$ cat config.mk
export PLATFORM = sky130hd
export DESIGN_NAME = shift_left_seq
export DESIGN_NICKNAME = d
export VERILOG_FILES = /design/src/rtl/shift_pkg.sv /design/src/rtl/shift_left_sym_step.sv /design/src/rtl/shift_left_seq.sv
export SDC_FILE = /design/constraint.sdc
export NUM_CORES = 1
export LEC_CHECK = 0
export ABC_AREA = 1
export ABC_CLOCK_PERIOD_IN_PS = 1600
export CORE_AREA = 2 2 100 102
export DETAILED_ROUTE_END_ITERATION = 10
export DIE_AREA = 0 0 102 104
export PLACE_DENSITY_LB_ADDON = 0.1
export SLEW_MARGIN = 20
export SYNTH_ARGS = -nofsm -noshare
export SYNTH_HDL_FRONTEND = slang
export SYNTH_SLANG_ARGS = --single-unit
$ cat constraint.sdc
create_clock -name clk -period 1.6 [get_ports clk]
set_clock_uncertainty 0.05 [all_clocks]
set_input_delay 0.16 -clock clk [delete_from_list [all_inputs] [get_ports clk]]
set_output_delay 0.16 -clock clk [all_outputs]
set_load 0.1 [all_outputs]
$ cat src/rtl/shift_pkg.sv
// Shared constants, FSM state type and helpers for the sequential symbol left-shifter.
// A word is NUM_SYM symbols of SYM_W bits; symbol i occupies bits [SYM_W*i +: SYM_W].
package shift_pkg;

  localparam int unsigned SYM_W     = 5;
  localparam int unsigned NUM_SYM   = 10;
  localparam int unsigned DATA_W    = SYM_W * NUM_SYM;
  localparam int unsigned SHIFT_W   = 3;
  localparam int unsigned MAX_SHIFT = 4;

  // Sized copy of MAX_SHIFT so comparisons against the shift input stay width-matched.
  localparam logic [SHIFT_W-1:0] MaxShiftVal = SHIFT_W'(MAX_SHIFT);

  typedef enum logic [1:0] {
    StIdle,
    StShift,
    StDone
  } state_e;

  // Builds a word with every symbol equal to sym.
  function automatic logic [DATA_W-1:0] replicate_sym(input logic [SYM_W-1:0] sym);
    return {NUM_SYM{sym}};
  endfunction

endpackage

$ cat src/rtl/shift_left_sym_step.sv
// One-symbol left shift with fill.
// Ports:
//   data_i  word to shift
//   fill_i  symbol inserted at symbol 0
//   data_o  data_i shifted left by one symbol; the top symbol is discarded
module shift_left_sym_step
  import shift_pkg::*;
(
  input  logic [DATA_W-1:0] data_i,
  input  logic [SYM_W-1:0]  fill_i,
  output logic [DATA_W-1:0] data_o
);

  assign data_o = {data_i[DATA_W-SYM_W-1:0], fill_i};

endmodule

$ cat src/rtl/shift_left_seq.sv
// Sequential symbol left-shifter with valid/ready handshakes on both sides.
// Shifts a word left by 0..MAX_SHIFT symbols, one symbol per clock, filling vacated low
// symbols with a fill symbol captured at accept. Larger shift amounts produce a word made
// entirely of the fill symbol and raise out_err.
// Ports:
//   clk, rst_n           clock, asynchronous active-low reset
//   in_valid / in_ready  input handshake; in, shift, fill sampled only on accept
//   out_valid / out_ready output handshake; out and out_err hold while stalled
//   out                  result word (shows the working register in every state)
//   out_err              shift amount of the current result was out of range
module shift_left_seq
  import shift_pkg::*;
(
  input  logic               clk,
  input  logic               rst_n,
  input  logic               in_valid,
  output logic               in_ready,
  input  logic [DATA_W-1:0]  in,
  input  logic [SHIFT_W-1:0] shift,
  input  logic [SYM_W-1:0]   fill,
  output logic               out_valid,
  input  logic               out_ready,
  output logic [DATA_W-1:0]  out,
  output logic               out_err
);

  state_e             state;
  logic [DATA_W-1:0]  data;
  logic [DATA_W-1:0]  data_step;
  logic [SYM_W-1:0]   fill_q;
  logic [SHIFT_W-1:0] cnt;
  logic               err_q;
  logic               accept;

  shift_left_sym_step u_step (
    .data_i (data),
    .fill_i (fill_q),
    .data_o (data_step)
  );

  // A result being consumed frees the block in the same cycle, so a new word can load
  // on the handshake edge without a bubble.
  assign in_ready  = (state == StIdle) | ((state == StDone) & out_ready);
  assign accept    = in_valid & in_ready;

  assign out_valid = (state == StDone);
  assign out       = data;
  assign out_err   = err_q;

  always_ff @(posedge clk or negedge rst_n) begin
    if (!rst_n) begin
      state  <= StIdle;
      data   <= '0;
      fill_q <= '0;
      cnt    <= '0;
      err_q  <= 1'b0;
    end else if (accept) begin
      data   <= in;
      fill_q <= fill;
      err_q  <= 1'b0;
      if (shift == '0) begin
        state <= StDone;
      end else if (shift <= MaxShiftVal) begin
        cnt   <= shift;
        state <= StShift;
      end else begin
        data  <= replicate_sym(fill);
        err_q <= 1'b1;
        state <= StDone;
      end
    end else begin
      case (state)
        StShift: begin
          data <= data_step;
          cnt  <= cnt - SHIFT_W'(1);
          // cnt is at least 1 on entry, so the last step is the one that sees 1.
          if (cnt == SHIFT_W'(1)) begin
            state <= StDone;
          end
        end
        StDone: begin
          if (out_ready) begin
            state <= StIdle;
          end
        end
        default: begin
          state <= StIdle;
        end
      endcase
    end
  end

endmodule

### Word level (Yosys, flattened, before mapping)

Cells that the tools add are included.

| operators by class | value |
|---|---|
| mux-type cells | 16 |
| $mul | 0 |
| div/mod/pow operators | 0 |
| shifts and indexed selects | 0 |
| reductions and logical operators | 5 |
| bitwise operators | 3 |
| $lt $le $gt $ge | 1 |
| add/subtract/negate cells | 1 |
| equality and inequality tests | 7 |

Operators with widths:

| operator | number |
|---|---|
| 50-bit 2-to-1 mux | 4 |
| 3-bit 2-to-1 mux | 4 |
| 2-bit 2-to-1 mux | 5 |
| 2-bit case mux with 2 select lines | 1 |
| 3-bit by 1-bit equality test with 1-bit output, second input constant | 1 |
| 3-bit <= comparator, second input constant | 1 |
| 3-bit logical NOT | 1 |
| 3-bit by 1-bit != test with 1-bit output, second input constant | 1 |
| 3-bit != test, second input constant | 1 |
| 3-bit AND reduction | 1 |
| 3-bit by 1-bit subtractor with 3-bit output, second input constant | 1 |
| 1-bit AND | 2 |
| 2-bit by 1-bit equality test with 1-bit output, second input constant | 1 |
| 2-bit equality test, second input constant | 1 |
| 2-bit logical NOT | 1 |
| 1-bit 2-to-1 mux | 2 |
| 2-bit by 1-bit != test with 1-bit output, second input constant | 1 |
| 2-bit != test, second input constant | 1 |
| 2-bit AND reduction | 1 |
| 2-bit nonzero test | 1 |
| 1-bit OR | 1 |

| storage, ports and cells | value |
|---|---|
| memories | 0 |
| input port bits | 62 |
| output and inout bits | 53 |
| RAM bits | 0 |
| logic and storage cells | 38 |
| register bits | 61 |
| latch bits | 0 |
| bits in read-only memories | 0 |

### Depth between registers and ports, before layout

| depth | value |
|---|---|
| depth in word-level cells | 6 |
| mapped depth | 9 |
| mapped depth without buffers | 9 |

### Hierarchy

From an unflattened synthesis, not the netlist that was laid out.

| unflattened totals | value |
|---|---|
| cell total of the unflattened synthesis | 620 |
| area, all modules | 3961.3 um^2 |

By module, submodules not included:

| module | cells each | instances | seq. area each (um^2) | area an instance (um^2) |
|---|---|---|---|---|
| shift_left_seq | 570 | 1 | 1526.5 | 3585.9 |
| shift_left_sym_step | 50 | 1 | 0.0 | 375.4 |

### Worst setup path before layout

No wires, ideal clock.

| path | value |
|---|---|
| path type | register to register |
| from | register state[1] |
| to | register state[1] |
| data required time | 1.478 ns |
| arrival time | 1.938 ns |
| buffers on the path | 0 |
| stages on the path, launching flop included | 5 |
| slack | -0.459 ns |
| clock period less this slack | 2.059 ns |
| cell sequence | dfrtp_1 inv_1 nor2_1 nand2_1 nand2_1 |

| on the way | value |
|---|---|
| word-level cells in the longest chain between the ends | 6 |

RTL lines:

| element | line | RTL |
|---|---|---|
| from (decl) | shift_left_seq.sv:27 | `state_e state;` |
| from (signal assigned) | shift_left_seq.sv:52 | `state <= StIdle;` |
| from (signal assigned) | shift_left_seq.sv:62 | `state <= StDone;` |
| from (signal assigned) | shift_left_seq.sv:65 | `state <= StShift;` |
| 2-bit equality test (*) | n/a |  |
| via out_valid | shift_left_seq.sv:21 | `output logic out_valid,` |
| 1-bit AND | shift_left_seq.sv:43 | `assign in_ready = (state == StIdle) \| ((state == StDone) & out_ready);` |
| 1-bit OR | shift_left_seq.sv:43 |  |
| 1-bit AND | shift_left_seq.sv:44 | `assign accept = in_valid & in_ready;` |
| 3-bit != test (no line) / 3-bit by 1-bit != test with 1-bit output (equally long branches) | n/a |  |
| 2-bit AND reduction (no line) | n/a |  |

Mark *: on every way through the listed nets, which the timed path passes. The rest lies on a longest branch.
A chain may end at the register's enable or synchronous reset.

### Worst setup path after layout

| path | value |
|---|---|
| from | register state[1] |
| to | output port in_ready |

| on the way | value |
|---|---|
| word-level cells in the longest chain between the ends | 3 |

RTL lines:

| element | line | RTL |
|---|---|---|
| 2-bit equality test | shift_left_seq.sv:43 |  |
| 1-bit AND | shift_left_seq.sv:43 |  |
| 1-bit OR (*) | shift_left_seq.sv:43 |  |
| to (decl) | shift_left_seq.sv:17 | `output logic in_ready,` |

Mark *: on every way between the ends. The rest lies on a longest branch, timed or not.

==> flow_metrics.py <==
metrics = {
    "critical_path": {
        "slowest_stage": "dfrtp_2",
        "end_kind": "output pin",
        "critical_path_class": "flop to output pin",
        "cp_max_fo": 5,
        "cp-start-kind": "flop",
        "reg2reg_setup_slack_ps": 140,
        "ff2ff_path_depth": 6,
        "r2r_start": "state[1]",
        "arrival_ps": 1320,
        "timing.rr.end": "state[1]",
        "crit_path_cell_trace": "nand2_2 > buf_4 > nand2_1 > inv_1 > buf_12",
        "required_ps": 1390,
        "max_stage_delay_ps": 430,
    },
    "drt": {
        "via_count": 3586,
        "wl_mm": 11.4,
        "ant_nets": 0,
        "drtIter0Drc": 191,
        "via_per_inst": 4.93,
        "drc": 0,
        "wl_per_cell_um": 15.7,
        "drtPass1Iterations": 7,
    },
    "synth": {
        "synth_warnings": 0,
        "syn-cell-area_mm2": 0.00370,
        "synth.yosys.seq_area_share": 0.412,
        "syn-instance-count": 513,
        "yosysTopAreaCellShare": 0.412,
        "avgSynthCellArea_um2": 7.21,
        "ys_types": 19,
        "ys_ff_latch": 61,
        "synth_area_leaders": "dfrtp_1, nand2_1, buf_4",
        "synth_fp_nets": 579,
        "synth_top_cell_by_area": "dfrtp_1",
    },
    "die": {
        "fp.coreArea_mm2": 0.00955,
        "ios": 115,
        "core.rowCount": 36,
        "initial_core_util": 0.388,
        "die_y_um": 104,
        "fp.dieW_um": 102,
        "die_area_mm2": 0.0106,
    },
    "timing": {
        "finalSetupViolations": 0,
        "hold_viol": 0,
        "rsz0062_at_grt": "yes",
        "relSlewSlack": 0.652,
        "finalCriticalPeriod_ps": 1530,
        "tightest_slew_ps": 522,
        "min_period_over_period": 0.953,
        "drv_slew": 0,
        "fmax_mhz": 656,
    },
    "place": {
        "post-dp-hpwl_mm": 7.41,
        "portBuffers": 114,
        "gp_congestion": 0.793,
    },
    "clocking": {
        "cts_sinks": 61,
        "clockBufferDepth": 2,
        "clock_latency_ps": 340,
        "root_buffer": "clkbuf_8",
        "htreeDepth": 3,
        "cts_tree": "built",
        "cts_buffers": 9,
        "path_clk_slew_ps": 70,
    },
    "global_route": {
        "antenna_found_initial": 0,
        "busiest_layer": "met2",
        "grtUsageMet2": 0.340,
        "grt_max_degree": 52,
        "grtUsageMet3": 0.0437,
        "grt-ovfl-total": 0,
        "grt_pass1_vias": 3529,
        "grt_pass1_wl_mm": 17.6,
        "use_met1": 0.289,
        "grt_usage": 0.213,
    },
    "final_layout": {
        "n_fill_cell": 874,
        "layout.nets": 655,
        "final_common_cell": "nand2_1",
        "final_cell_mix": "nand2_1, buf_12, dfrtp_1, clkdlybuf4s50_1, nand3_1",
        "antennaDiodeCount": 0,
        "drive_gt1_frac": 0.187,
        "multi_input_area_mm2": 0.00162,
        "utilization": 0.585,
        "ff_latch_area_mm2": 0.00153,
        "syn_to_final_growth_pct": 50.9,
    },
    "run_status": {
        "run_status": "finished clean",
    },
    "flow_run": {
        "max-cap-violations": 0,
    },
    "hold_path": {
        "hold_class": "input port to asynchronous set/reset pin",
    },
}
through the flow:
stage | cell area, um2 | hold slack, ps | TNS, ps | instances | setup WS (ps)
after floorplan | 3700 | -186 | 0 | 513 | 32.4
after global placement | 5260 | 113 | -10380 | 705 | -217
after detailed placement | 5260 | 118 | -14480 | 705 | -301
after CTS | 5500 | 301 | 0 | 722 | 15.6
after global routing | 5580 | 319 | -1.47 | 727 | -1.47
final | 5580 | 278 | 0 | 727 | 74.9
synthesized netlist by cell type:
cell type,n
inv_2,4
clkbuf_1,15
buf_4,45
buf_2,2
nand2_4,1
nand2_2,6
nor2_1,2
nand3_1,59
or2_2,1
nor2_4,1
o21ai_0,51
dfrtp_1,61
ha_1,4
buf_6,10
nor2_2,1
nand2_1,234
inv_1,11
nand3_4,1
nand4_1,4
cells by family after synthesis:
kind of cell    count (synthesis)  share of synthesized area
compound gates                 51                     0.0690
flops                          61                      0.412
buf+inv                        87                      0.155
simple gates                  310                      0.350
fa+ha+maj                       4                     0.0135
worst max-delay path, delay by kind of cell, from the launching register on:
family / cells / cell delay, ps
buf+inv: 3 / 400
flops: 1 / 430
simple gates: 2 / 140
sequential cells by signal, indices dropped and copies added (netlist names):
register / flops
cnt: 3
fill_q: 5
out: 50
out_err: 1
state: 2
final cells by class:
type / instances / area share
multi-input combinational: 365 / 0.290
clock buffer: 12 / 0.0278
inverter: 15 / 0.0101
sequential: 61 / 0.274
tap: 133 / 0.0298
clock inverter: 4 / 0.0125
timing repair buffer: 137 / 0.356
how the worst max path moves through the flow:
stage | startpoint | to | slack, ps | depth (start not counted)
finish | state[1] | in_ready | 70 | 5
global placement | shift[0] | out[37] | -220 | 11
floorplan | state[1] | state[1] | 30 | 4
global route | shift[1] | out[22] | -1 | 11
detailed placement | shift[0] | out[2] | -300 | 11
CTS | state[1] | in_ready | 20 | 5
per-layer routing:
| metal | up-vias | part of all wire |
|---|---|---|
| met5 | - | 0 |
| met4 | 0 | 0.014 |
| met3 | 16 | 0.076 |
| met2 | 140 | 0.47 |
| met1 | 1692 | 0.44 |
| li1 | 1738 | - |
what timing repair did:
action                                  CTS  global route
buffers inserted                          0             3
gates resized for setup                   0             5
endpoints found under the setup margin    0            54
endpoints found under the hold margin    18             0
hold buffers                              1             0
Power is left out: the tool's default activity adds up to more than one toggle a clock period on the data nets, which glitch-free logic cannot reach.
